## config.mk

```make
export PLATFORM = sky130hd
export DESIGN_NAME = uart_frame_tx
export DESIGN_NICKNAME = d
export VERILOG_FILES = /design/src/rtl/uart_frame_tx.sv
export SDC_FILE = /design/constraint.sdc
export NUM_CORES = 1
export LEC_CHECK = 0
export ABC_AREA = 1
export BUFFER_PORTS_ARGS = -buffer_cell sky130_fd_sc_hd__clkbuf_2
export CORE_MARGIN = 4
export CORE_UTILIZATION = 30
export DETAILED_ROUTE_END_ITERATION = 6
export GPL_TIMING_DRIVEN = 0
export PLACE_DENSITY = 0.52
export SYNTH_ARGS = -nofsm -noshare
export SYNTH_HDL_FRONTEND = slang
export SYNTH_SLANG_ARGS = --single-unit
```

## constraint.sdc

```tcl
create_clock -name clk -period 2.2 [get_ports clk]
set_input_delay 0.44 -clock clk [delete_from_list [all_inputs] [get_ports clk]]
set_output_delay 0.44 -clock clk [all_outputs]
set_load 0.02 [all_outputs]
```

## src/rtl/uart_frame_tx.sv

```systemverilog
// UART link frame encoder: SOF, LEN, TYPE, payload, CRC-8 (poly 0x07).
// Bytes leave through a single registered holding stage toward the UART.
module uart_frame_tx #(
   parameter int MAX_PAYLOAD = 255
) (
   input  logic       clk,
   input  logic       rst_n,
   input  logic       frame_valid,
   output logic       frame_ready,
   input  logic [7:0] frame_len,
   input  logic [7:0] frame_type,
   input  logic       pl_valid,
   output logic       pl_ready,
   input  logic [7:0] pl_byte,
   output logic       tx_valid,
   input  logic       tx_ready,
   output logic [7:0] tx_byte,
   output logic       busy,
   output logic       done,
   output logic       len_err
);

   typedef enum logic [2:0] {
      S_IDLE,
      S_SOF,
      S_LEN,
      S_TYPE,
      S_PAYLOAD,
      S_CRC,
      S_DRAIN
   } state_t;

   state_t     state, state_nx;
   logic [7:0] len_q, type_q, crc_q, idx_q;
   logic [7:0] len_nx, type_nx, crc_nx, idx_nx, byte_nx;
   logic       load, load_ok, len_bad, done_nx, err_nx;

   function automatic logic [7:0] crc8_upd(input logic [7:0] c,
                                           input logic [7:0] d);
      logic [7:0] r;
      r = c ^ d;
      for (int i = 0; i < 8; i++)
         r = r[7] ? ((r << 1) ^ 8'h07) : (r << 1);
      return r;
   endfunction

   assign load_ok     = !tx_valid || tx_ready;
   assign len_bad     = int'(frame_len) > MAX_PAYLOAD;
   assign frame_ready = (state == S_IDLE);
   assign busy        = (state != S_IDLE);

   always_comb begin
      state_nx = state;
      len_nx   = len_q;
      type_nx  = type_q;
      crc_nx   = crc_q;
      idx_nx   = idx_q;
      byte_nx  = tx_byte;
      load     = 1'b0;
      done_nx  = 1'b0;
      err_nx   = 1'b0;
      pl_ready = 1'b0;
      unique case (state)
         S_IDLE: begin
            if (frame_valid) begin
               len_nx  = frame_len;
               type_nx = frame_type;
               crc_nx  = 8'h00;
               idx_nx  = 8'h00;
               if (len_bad) begin
                  err_nx = 1'b1;
               end else if (load_ok) begin
                  // SOF goes out on the accept edge itself
                  load     = 1'b1;
                  byte_nx  = 8'hA5;
                  state_nx = S_LEN;
               end else begin
                  state_nx = S_SOF;
               end
            end
         end
         S_SOF: begin
            if (load_ok) begin
               load     = 1'b1;
               byte_nx  = 8'hA5;
               state_nx = S_LEN;
            end
         end
         S_LEN: begin
            if (load_ok) begin
               load     = 1'b1;
               byte_nx  = len_q;
               crc_nx   = crc8_upd(crc_q, len_q);
               state_nx = S_TYPE;
            end
         end
         S_TYPE: begin
            if (load_ok) begin
               load     = 1'b1;
               byte_nx  = type_q;
               crc_nx   = crc8_upd(crc_q, type_q);
               state_nx = (len_q == 8'h00) ? S_CRC : S_PAYLOAD;
            end
         end
         S_PAYLOAD: begin
            pl_ready = load_ok;
            if (pl_valid && load_ok) begin
               load    = 1'b1;
               byte_nx = pl_byte;
               crc_nx  = crc8_upd(crc_q, pl_byte);
               // equality test keeps LEN=255 from wrapping early
               if (idx_q == len_q - 8'd1)
                  state_nx = S_CRC;
               else
                  idx_nx = idx_q + 8'd1;
            end
         end
         S_CRC: begin
            if (load_ok) begin
               load     = 1'b1;
               byte_nx  = crc_q;
               state_nx = S_DRAIN;
            end
         end
         S_DRAIN: begin
            if (tx_valid && tx_ready) begin
               done_nx  = 1'b1;
               state_nx = S_IDLE;
            end
         end
         default: state_nx = S_IDLE;
      endcase
   end

   always_ff @(posedge clk or negedge rst_n) begin
      if (!rst_n) begin
         state   <= S_IDLE;
         len_q   <= 8'h00;
         type_q  <= 8'h00;
         crc_q   <= 8'h00;
         idx_q   <= 8'h00;
         tx_valid <= 1'b0;
         tx_byte <= 8'h00;
         done    <= 1'b0;
         len_err <= 1'b0;
      end else begin
         state   <= state_nx;
         len_q   <= len_nx;
         type_q  <= type_nx;
         crc_q   <= crc_nx;
         idx_q   <= idx_nx;
         done    <= done_nx;
         len_err <= err_nx;
         if (load) begin
            tx_valid <= 1'b1;
            tx_byte  <= byte_nx;
         end else if (tx_ready) begin
            tx_valid <= 1'b0;
         end
      end
   end

endmodule

```

==> impl_metrics.toml <==
[synthesis]
synthFlopType = "dfrtp_1"
yosys.area.top_type_share_pct = 31.9
async_reset_ff_share_pct = 100
synth_xor_area_share_pct = 10.7
netlist_instances = 523
synth_top_family_by_area = "simple AND/OR/NAND/NOR gates"
syn_nets = 555
synth_edf_count = 0
synth-compound-area-share_pct = 12.1
synthTopCellsByArea = "dfrtp_1, nand2_1, nand3_1"
yosys_warnings = 0
synthAdderAreaFrac_pct = 1.06
synth.area.mux_share_pct = 1.28
ys_types = 38
yosysTopAreaCell = "dfrtp_1"
synthSimpleGateAreaFrac_pct = 33.3
post_synth.cell_area_avg_um2 = 6.75
synth_seq_cells = 45
ys_seq_area_share_pct = 31.9
syn_area_mm2 = 0.00353

[grt]
grt_pass1_vias = 3368
grtUsageTotal_pct = 16.0
gr-total-overflow = 0
grt_pass1_wl_um = 16900
antenna_found_initial = 0
grt_max_degree = 46

[timing]
clock_skew_ns = 0.00365
min_period_ns = 1.99
max_slew.worst_pin.slew_ns = 0.606
final_max_slew_viol_count = 0
holdWs_ns = 0.0750
rsz0062_at_grt = "no"
setup_tns_ns = 0
fmax_ghz = 0.502
fin_crit_sh_pct = 90.6
finalHoldViolations = 0
relSlewSlack_pct = 59.4
setup_viol = 0

[floorplanning]
io-pin-count = 43
die-width_um = 117
row_count = 39
start_util_pct = 30.8
fp.dieH_um = 117
die_area_mm2 = 0.0136
core_area_mm2 = 0.0115

[clock_tree]
clockBufferDepth = 2
path_clk_slew_ns = 0.06
cts_buffers = 5
htree_levels = 2
cts_hold_buf = 0
clk_latency_ns = 0.28
cts_root_buffer = "clkbuf_16"
cts_tree = "built"
cts_sinks = 45

[route]
num_vias = 3451
wl_met3_um = 308
m1WireLength_um = 4880
wl_met2_um = 4900
drt-wirelength-per-cell_um = 14.3
drt_iter0_drc = 134
maxUsedRoutingLayer = "met4"
totalWireLength_um = 10300
ant_nets = 0
drt_pass1_iterations = 4
drc = 0
viasPerCell = 4.79

[place]
gp_congestion = 0.874
dp_hpwl_um = 8230
numPortBuffers = 41

[final_layout]
fillers = 1242
area_delta_synth_final_pct = 16.6
layout.nets = 608
utilization_pct = 35.9
drive_gt1_share_pct = 16.5
diodes = 0

[setup_path]
end_kind = "register"
worstRegToRegCells = 8
crit_type = "register to register"
required_ns = 2.41
cp.arrival_ns = 2.20
start_kind = "register"
timing.rr.start = "state[2]"
cp-startpoint = "state[2]"
cp_max_fo = 13

[run]
drv_cap = 0

[outcome]
status = "finished clean"

[power]
vdd_drop_max_uv = 420
p_per_area_mw_per_mm2 = 1620
p_leak_uw = 0.00207

[worst_hold_path]
min_path_type = "input port to asynchronous set/reset pin"
==> through the flow <==
stage	setup WS (ns)	instance area (µm²)	power (µW)	std cells
global placement	-0.00638	3920	5780	707
detailed placement	0.00599	3920	5850	707
CTS	0.00150	4060	6610	716
global route	0.0184	4120	7360	720
floorplan	0.349	3530	4780	523
finish	0.208	4120	6660	720
==> final cells by class <==
type	instances	area (µm²)	share of cell area, %
plain buffers	13	73.8	1.79
clock buffers	8	136	3.31
inverters	70	265	6.44
multi-input cells	394	2080	50.4
flip-flops and latches	45	1130	27.4
well taps	143	179	4.34
repair buffers	47	263	6.38
==> synth_stat cells, types with 2 or more instances <==
cell	count
a21oi_1	20
a221oi_1	3
buf_2	4
buf_4	3
clkbuf_1	4
dfrtp_1	45
ha_1	3
inv_1	63
inv_2	7
mux2_2	4
nand2_1	161
nand2_2	6
nand3_1	48
nand3b_1	2
nand4_1	3
nor2_1	42
nor2_2	2
nor3_1	4
nor3_4	2
nor3b_1	2
o2111ai_1	2
o211ai_1	3
o21a_1	4
o21ai_0	18
o21ai_1	4
o21ai_2	6
o22ai_1	6
xnor2_1	25
xor2_1	18
==> final timing paths <==
kind                            slack (ns)    endpoint
min in group clk                      0.38   type_q[3]
worst min-delay path                  0.08  tx_byte[2]
worst min register to register        0.50  tx_byte[5]
max in group asynchronous             1.59    len_q[0]
worst max-delay path                  0.21  tx_byte[1]
worst max register to register        0.21  tx_byte[1]
==> critical path, stage by stage, from the launching register on <==
cell and delay [ns]:
dfrtp_1 0.45, inv_2 0.11, nor3_4 0.05, inv_2 0.25
o21ai_4 0.09, nor3_2 0.47, buf_4 0.28, o21ai_0 0.11
o21ai_1 0.10
==> layer usage <==
layer	vias up	global-route usage [%]
met5	-	0
met4	0	5.41
met3	11	2.02
met2	55	27.1
met1	1615	21.0
li1	1770	-
==> timing repair <==
item                       in CTS  in global routing
setup buffers                   1                  4
pin swaps                       1                  0
setup endpoints to repair       1                 12
gates resized for setup         0                  6
==> flip-flops by register name (all words and copies together) (netlist names) <==
signal,count
done,1
tx_valid,1
crc_q,8
state,3
idx_q,8
tx_byte,8
len_q,8
type_q,8
==> cell usage in the layout (no fill, tap or decap), types with 8 or more instances in the layout <==
cell type	n
nor2_1	41
a21oi_1	20
inv_1	62
buf_4	8
clkbuf_2	42
o21ai_0	18
xnor2_1	25
xor2_1	18
dfrtp_1	44
nand2_1	160
nand3_1	48
==> cell families after synthesis <==
logic type,Yosys count
DFF,45
adders and majority gates,3
xor gates and xnor gates,43
other,1
muxes,4
buffers and inverters,84
AOI/OAI and AO/OA,69
and+or+nand+nor,274
==> power by group <==
group	internal [µW]	total [µW]	switching, µW
Clock	423	725	302
Combinational	1580	4480	2900
Sequential	1150	1460	315
Note: power is estimated with default switching activity, not from simulation.
